`config.mk`:
```
export PLATFORM = sky130hd
export DESIGN_NAME = host_cmd_router
export DESIGN_NICKNAME = d
export VERILOG_FILES = /design/src/rtl/host_cmd_router.sv
export SDC_FILE = /design/constraint.sdc
export NUM_CORES = 1
export LEC_CHECK = 0
export BUFFER_PORTS_ARGS = -buffer_cell sky130_fd_sc_hd__clkbuf_2
export CAP_MARGIN = 20
export CORE_MARGIN = 2
export CORE_UTILIZATION = 48
export DETAILED_ROUTE_END_ITERATION = 12
export MAX_ROUTING_LAYER = met4
export PLACE_DENSITY = 0.73
export REMOVE_ABC_BUFFERS = 1
export SLEW_MARGIN = 25
export SYNTH_ARGS = -nofsm -noshare
export SYNTH_HDL_FRONTEND = slang
export SYNTH_SLANG_ARGS = --single-unit
```
`constraint.sdc`:
```
create_clock -name clk -period 3.65 [get_ports clk]
set_input_delay 0.73 -clock clk [delete_from_list [all_inputs] [get_ports clk]]
set_output_delay 0.73 -clock clk [all_outputs]
set_load 0.05 [all_outputs]
```
`src/rtl/host_cmd_router.sv`:
```
`timescale 1ns/1ps
// Host command router: splits the host word stream into instruction-FIFO and pulse-FIFO
// writes, enforcing packet framing (tlast, payload length, stall timeout) and counting errors.
module host_cmd_router #(
    parameter int TIMEOUT_CYCLES = 1024
) (
    input  logic        clk,
    input  logic        rst,
    input  logic [31:0] s_axis_tdata,
    input  logic        s_axis_tvalid,
    input  logic        s_axis_tlast,
    output logic        s_axis_tready,
    input  logic        instr_fifo_full,
    output logic        instr_fifo_wr_en,
    output logic [31:0] instr_fifo_wr_data,
    input  logic        pulse_fifo_full,
    output logic        pulse_fifo_wr_en,
    output logic [31:0] pulse_fifo_wr_data,
    output logic [15:0] err_count,
    output logic [7:0]  state_out,
    output logic        busy
);
    localparam int IDLE_W = $clog2(TIMEOUT_CYCLES + 1);
    localparam logic [IDLE_W-1:0] IDLE_LAST = IDLE_W'(TIMEOUT_CYCLES - 1);

    localparam logic [1:0] ST_IDLE    = 2'd0;
    localparam logic [1:0] ST_PAYLOAD = 2'd1;
    localparam logic [1:0] ST_DRAIN   = 2'd2;

    localparam logic [7:0] OP_NOP  = 8'h00;
    localparam logic [7:0] OP_LOAD = 8'h01;

    logic [1:0]        state, state_nxt;
    logic [15:0]       pay_cnt, pay_cnt_nxt;
    logic [IDLE_W-1:0] idle_cnt, idle_cnt_nxt;
    logic              accept;
    logic              err_inc;
    logic              instr_wr;
    logic              pulse_wr;
    logic [7:0]        opcode;
    logic [15:0]       hdr_count;

    logic              instr_vld_p1;
    logic [31:0]       instr_data_p1;
    logic              pulse_vld_p1;
    logic [31:0]       pulse_data_p1;
    logic [15:0]       err_cnt_p1;

    function automatic logic [15:0] sat_inc16(input logic [15:0] v);
        return (v == 16'hFFFF) ? v : v + 16'd1;
    endfunction

    // Ready depends only on state and the almost-full flags, never on tvalid.
    always_comb begin
        s_axis_tready = 1'b0;
        if (!rst) begin
            case (state)
                ST_IDLE:    s_axis_tready = !instr_fifo_full;
                ST_PAYLOAD: s_axis_tready = !pulse_fifo_full;
                ST_DRAIN:   s_axis_tready = 1'b1;
                default:    s_axis_tready = 1'b0;
            endcase
        end
    end

    assign accept    = s_axis_tvalid & s_axis_tready;
    assign opcode    = s_axis_tdata[31:24];
    assign hdr_count = s_axis_tdata[15:0];

    always_comb begin
        state_nxt    = state;
        pay_cnt_nxt  = pay_cnt;
        idle_cnt_nxt = idle_cnt;
        err_inc      = 1'b0;
        instr_wr     = 1'b0;
        pulse_wr     = 1'b0;
        case (state)
            ST_IDLE: begin
                if (accept) begin
                    if (opcode == OP_NOP) begin
                        if (!s_axis_tlast) begin
                            err_inc   = 1'b1;
                            state_nxt = ST_DRAIN;
                        end
                    end else if (opcode == OP_LOAD) begin
                        if (hdr_count == 16'd0) begin
                            if (!s_axis_tlast) begin
                                err_inc   = 1'b1;
                                state_nxt = ST_DRAIN;
                            end
                        end else if (s_axis_tlast) begin
                            err_inc = 1'b1;
                        end else begin
                            pay_cnt_nxt  = hdr_count;
                            idle_cnt_nxt = '0;
                            state_nxt    = ST_PAYLOAD;
                        end
                    end else begin
                        instr_wr = 1'b1;
                        if (!s_axis_tlast) begin
                            err_inc   = 1'b1;
                            state_nxt = ST_DRAIN;
                        end
                    end
                end
            end
            ST_PAYLOAD: begin
                if (accept) begin
                    pulse_wr     = 1'b1;
                    idle_cnt_nxt = '0;
                    pay_cnt_nxt  = pay_cnt - 16'd1;
                    if (pay_cnt == 16'd1) begin
                        if (s_axis_tlast) begin
                            state_nxt = ST_IDLE;
                        end else begin
                            err_inc   = 1'b1;
                            state_nxt = ST_DRAIN;
                        end
                    end else if (s_axis_tlast) begin
                        err_inc     = 1'b1;
                        pay_cnt_nxt = 16'd0;
                        state_nxt   = ST_IDLE;
                    end
                end else if (!s_axis_tvalid) begin
                    // Back-pressured cycles (tvalid high, FIFO full) neither count nor clear.
                    if (idle_cnt == IDLE_LAST) begin
                        err_inc      = 1'b1;
                        pay_cnt_nxt  = 16'd0;
                        idle_cnt_nxt = '0;
                        state_nxt    = ST_IDLE;
                    end else begin
                        idle_cnt_nxt = idle_cnt + IDLE_W'(1);
                    end
                end
            end
            ST_DRAIN: begin
                if (accept && s_axis_tlast) begin
                    state_nxt = ST_IDLE;
                end
            end
            default: begin
                state_nxt = ST_IDLE;
            end
        endcase
    end

    // Stage p1: registered FIFO writes and error counter, one cycle after the accepting edge.
    always_ff @(posedge clk) begin
        if (rst) begin
            state         <= ST_IDLE;
            pay_cnt       <= '0;
            idle_cnt      <= '0;
            err_cnt_p1    <= '0;
            instr_vld_p1  <= 1'b0;
            pulse_vld_p1  <= 1'b0;
            instr_data_p1 <= '0;
            pulse_data_p1 <= '0;
        end else begin
            state        <= state_nxt;
            pay_cnt      <= pay_cnt_nxt;
            idle_cnt     <= idle_cnt_nxt;
            instr_vld_p1 <= instr_wr;
            pulse_vld_p1 <= pulse_wr;
            if (instr_wr) begin
                instr_data_p1 <= s_axis_tdata;
            end
            if (pulse_wr) begin
                pulse_data_p1 <= s_axis_tdata;
            end
            if (err_inc) begin
                err_cnt_p1 <= sat_inc16(err_cnt_p1);
            end
        end
    end

    assign instr_fifo_wr_en   = instr_vld_p1;
    assign instr_fifo_wr_data = instr_data_p1;
    assign pulse_fifo_wr_en   = pulse_vld_p1;
    assign pulse_fifo_wr_data = pulse_data_p1;
    assign err_count          = err_cnt_p1;
    assign state_out          = {6'd0, state};
    assign busy               = (state != ST_IDLE) | instr_vld_p1 | pulse_vld_p1;

endmodule

```
# After elaboration in Yosys (flattened, before gate mapping)
# Cells that the tools add are included.
word_totals:
  regBits: 111
classes:
  add_sub_neg: 3
  n_eq_ne: 16
  muxes: 53
  bitwise: 4
  n_reduce_logical: 12
op_table:
  columns: ["operator", "n"]
  rows:
  - ["$mux W16", 10]
  - ["$mux W11", 8]
  - ["$pmux W16 S2", 1]
  - ["$mux W2", 13]
  - ["$pmux W11 S2", 1]
  - ["$mux W1", 17]
  - ["$add A16 B1 Y16 const B", 1]
  - ["$eq A16 B1 Y1 const B", 1]
  - ["$eq A16 B16 Y1 const B", 1]
  - ["$logic_not A16 Y1", 1]
  - ["$sub A16 B1 Y16 const B", 1]
  - ["$ne A2 B2 Y1 const B", 6]
  - ["$add A11 B1 Y11 const B", 1]
  - ["$eq A11 B10 Y1 const B", 1]
  - ["$eq A8 B1 Y1 const B", 1]
  - ["$logic_not A8 Y1", 1]
  - ["$reduce_and A8 Y1", 1]
  - ["$reduce_and A7 Y1", 1]
  - ["$ne A3 B3 Y1 const B", 2]
  - ["$pmux W2 S3", 1]
  - ["$reduce_and A6 Y1", 1]
  - ["$ne A5 B5 Y1 const B", 1]
  - ["$ne A4 B4 Y1 const B", 1]
  - ["$reduce_bool A2 Y1", 2]
  - ["11 further kinds", 13]

# Longest topological paths before layout
depth:
  depth_word: 7
  mapped_depth: 10
  mapped_depth_nobuf: 8

# Worst setup path after synthesis
# No wires, ideal clock.
synth_path:
  path_kind: "register to output"
  from: "reg state[0]"
  to: "out s_axis_tready"
  arrival_ps: 1896
  t_required_ps: 2920
  slack_ps: 1024
  path_stages_with_launch: 5
  path_cell_list: "dfxtp_1 nand2b_2 buf_2 a2bb2oi_1 nor2_1"
synth_via:
  elab_chain_len: 3
  word_cells_on_any_way: 5
  classes_between: "2 x eq/ne; 2 x mux; 1 x reduce/logical"
synth_lines:
  columns: ["item", "line_no", "text"]
  rows:
  - ["start: declaration", "33", "logic [1:0] state, state_nxt;"]
  - ["start signal: assignment", "159", "state <= state_nxt;"]
  - ["$eq A2 B2 Y1 (tied with other cells)", "57", "case (state)"]
  - ["$pmux W1 S3 (*)", "57", null]
  - ["$mux W1 (*)", "56", "if (!rst) begin"]
  - ["end: declaration", "12", "output logic s_axis_tready,"]
# Mark *: on every way between the ends. The rest lies on a longest branch, timed or not.

# Worst setup path after layout
layout_path:
  from: "reg state[1]"
  to: "reg pulse_data_p1[8], in the netlist pulse_fifo_wr_data[8]"
layout_via:
  elab_chain_len: 6
  word_cells_on_any_way: 8
  classes_between: "2 x eq/ne; 4 x mux; 1 x bitwise; 1 x reduce/logical"
layout_lines:
  columns: ["item", "line_no", "text"]
  rows:
  - ["$eq A2 B2 Y1 (tied with other cells)", "57", null]
  - ["$pmux W1 S3", "57", null]
  - ["$mux W1", "56", null]
  - ["$and A1 B1 Y1", "66", "assign accept = s_axis_tvalid & s_axis_tready;"]
  - ["$mux W1", "108", "if (accept) begin"]
  - ["$mux W1 (*)", "77", "case (state)"]
  - ["end signal: assignment", "168", "pulse_data_p1 <= s_axis_tdata;"]
  - ["end: declaration", "46", "logic [31:0] pulse_data_p1;"]
# Marks and branches as above.
# A chain may end at the register's enable or synchronous reset.

==> metrics <==
status=completed; final wirelength=13.5 mm; Synth Flop Type=dfxtp_1; GRT Total Usage=24.1%; VDD IR max=0.260 mV; drt pass-1 iters=5; Mapped Cells=638; Fin Hold WS=0.460 ns; NetSw=0.000629 W; total CTS buffers=9; Via density=5.76; IO Port Bufs=123; fin crit share=79.8%; Setup Crit Path Kind=register to register; Critical Path RT=3.89 ns; Post CTS Setup Buffer Count=0; Routed wire per std cell=15.4 um; Area growth, synth to finish=15.9%; max_cap viols=0; Max Clock Freq=344 MHz; cts hold-fix bufs=0; I/O pin total=130; share of cells above drive strength 1=22.1%; Resized cells post-CTS=0; slew margin rel.=35.4%; M3 GR Usage=4.60%; Worst Path Max Fanout=41; vias in the first global route=4650; Synth Cell Area=5170 um^2; Root Driver=clkbuf_8; clock latency on the worst-skew pair=0.38 ns; flops & latches, synth=111; Mapped Avg Cell Area=8.11 um^2; total gr overflow=0; CP endpoint kind=register; Final Net Count=779; Critical Path AT=3.15 ns; Pwr Density=374 nW/um^2; width of the die=108 um; part of the power in combinational logic=9.1%; Worst Tran Pin Value=0.968 ns; # fillers=996; DR vias=5055; Cell Rows=37; hold_sp=pulse_fifo_wr_data[27]; Reg clk slew, reported paths=0.12 ns; Async S/R FF share, synth=0%; die height=108 um; Antenna Nets Post-Route=0; core area=10400 um^2; Final Hold Vio Count=0; Internal Pwr Total=0.00161 W; antenna fix cells=0; Leak=2.30 nW; clock buffer depth=2; register area share after synthesis=43.0%; RR Startpoint=state[1]; H-tree Lvls=3; register area=2220 um^2; setup TNS=0 ns; most frequent cells after synthesis=144 x nand2_1, 111 x dfxtp_1, 93 x a21oi_1; crit path time final=2.91 ns; Cell variety after synth=66; initial antenna violation count=0; RD Place Congestion=0.858; starting density of the core=49.9%; count leader, synth=nand2_1; RSZ-0062 raised after global routing=false; area of the multi-input gates=2640 um^2; die area=11600 um^2; Clk network pwr share=35.8%; max-slew violation count=0; yosys warns=0; CTS tree=yes; Post-synth EDFFs=0; largest cells by area after synthesis=dfxtp_1 43%, nand2_1 10%, a21oi_1 9.0%, clkbuf_1 2.0%, or4_1 2.0%; GR Util met2=37.7%; Flop pwr share=55.0%; r2r setup slk=0.74 ns; gr busiest metal=met2; pin count of the biggest net entering global routing=81; met1 GRT Util=31.6%; Yosys top cell by area=dfxtp_1; HPWL Detailed=9.29 mm; Iter 0 DRT Violations=371; Startpoint Class=register; net switching fraction of the power=28.0%; DR DRC count=0; Num Clock Sinks=111; Setup violations, final=0; area share of the largest cell type after synthesis=43.0%; first-pass GRT wire length=22.1 mm; crit path from=state[1]; Hold WC Path Type=register to register; Clock Skew=0.0168 ns
-- area by class of cell --
class                      instances  share of cell area, %
timing repair buffer             131                   11.3
inverter                          18                   1.13
multi-input combinational        465                   44.0
sequential                       111                   37.1
clock inverter                     7                   1.61
clock buffer                       9                   2.07
tap                              136                   2.84
-- stage by stage --
stage	cell area, um^2	setup WS (ns)	utilization [%]	total power (W)	std cells
after CTS	5990	0.739	57.8	0.00225	877
after detailed placement	5770	0.532	55.7	0.00147	861
after floorplan	4920	0.199	-	0.00138	594
final	5990	0.739	57.8	0.00224	877
after global routing	5990	0.537	57.8	0.00232	877
after global placement	5770	0.599	55.7	0.00146	861
-- critical path: stages (launching register included) --
cell      delay [ns]
dfxtp_1         0.67
nand2b_2        0.51
or3_1           0.21
buf_4           0.42
clkinv_1        0.41
buf_4           0.34
nand2_1         0.11
a21oi_1         0.06
-- routing by layer --
layer,up-vias,share of wire (%)
met2,170,47
met1,2393,45
met3,14,7.1
li1,2478,-
met4,0,1.3
met5,-,0
-- registers in the layout, summed over array words and instances, names as in the netlist --
register,flops
state,2
pay_cnt,16
pulse_fifo_wr_data,32
pulse_fifo_wr_en,1
err_count,16
instr_fifo_wr_data,32
instr_fifo_wr_en,1
idle_cnt,11
-- power by group through the flow --
stage,Combinational (W),Sequential (W),Clock (W)
6_report,0.000205,0.00123,0.000804
5_1_grt,0.000221,0.00124,0.000864
4_1_cts,0.000205,0.00123,0.000815
3_5_place_dp,0.000205,0.00126,0
3_3_place_gp,0.000203,0.00126,0
2_1_floorplan,0.0000724,0.00131,0
-- kinds of logic after synthesis --
logic type      after synthesis  synth area share (%)
mux                           1                 0.218
simple gates                268                  26.0
xor+xnor                      1                 0.169
flops                       111                  43.0
compound gates              184                  22.9
buf+inv                      67                  6.44
fa+ha+maj                     5                  1.21
other cells                   1                0.0725
-- layout by cell type, fill, tap and decap left out, types with 4 or more instances in the layout --
master    instances
and2_1            5
a22oi_1           7
o311ai_1          7
conb_1            6
nand3_1          16
or3b_1            4
dfxtp_1         111
nor2b_1           5
nor4_1            7
o31ai_1          12
nand4_1           5
a21oi_1          93
clkbuf_2        122
nor3_1           10
inv_1            16
nand2b_1          4
or4_1            14
o32ai_1           8
and3_1            9
buf_4             9
o21ai_1           6
a211oi_1         10
or3_1             7
a32oi_1           6
ha_1              5
o21ai_0          11
clkbuf_8          9
nand2_1         144
and4_1            4
nor2_1           20
-- final timing paths --
path / end / depth (start not counted)
worst max register to register: pulse_fifo_wr_data[8] / 7
worst min register to register: pulse_fifo_wr_data[27] / 2
worst min-delay path: pulse_fifo_wr_data[27] / 2
worst max-delay path: pulse_fifo_wr_data[8] / 7
(Power assumes the default switching activity.)
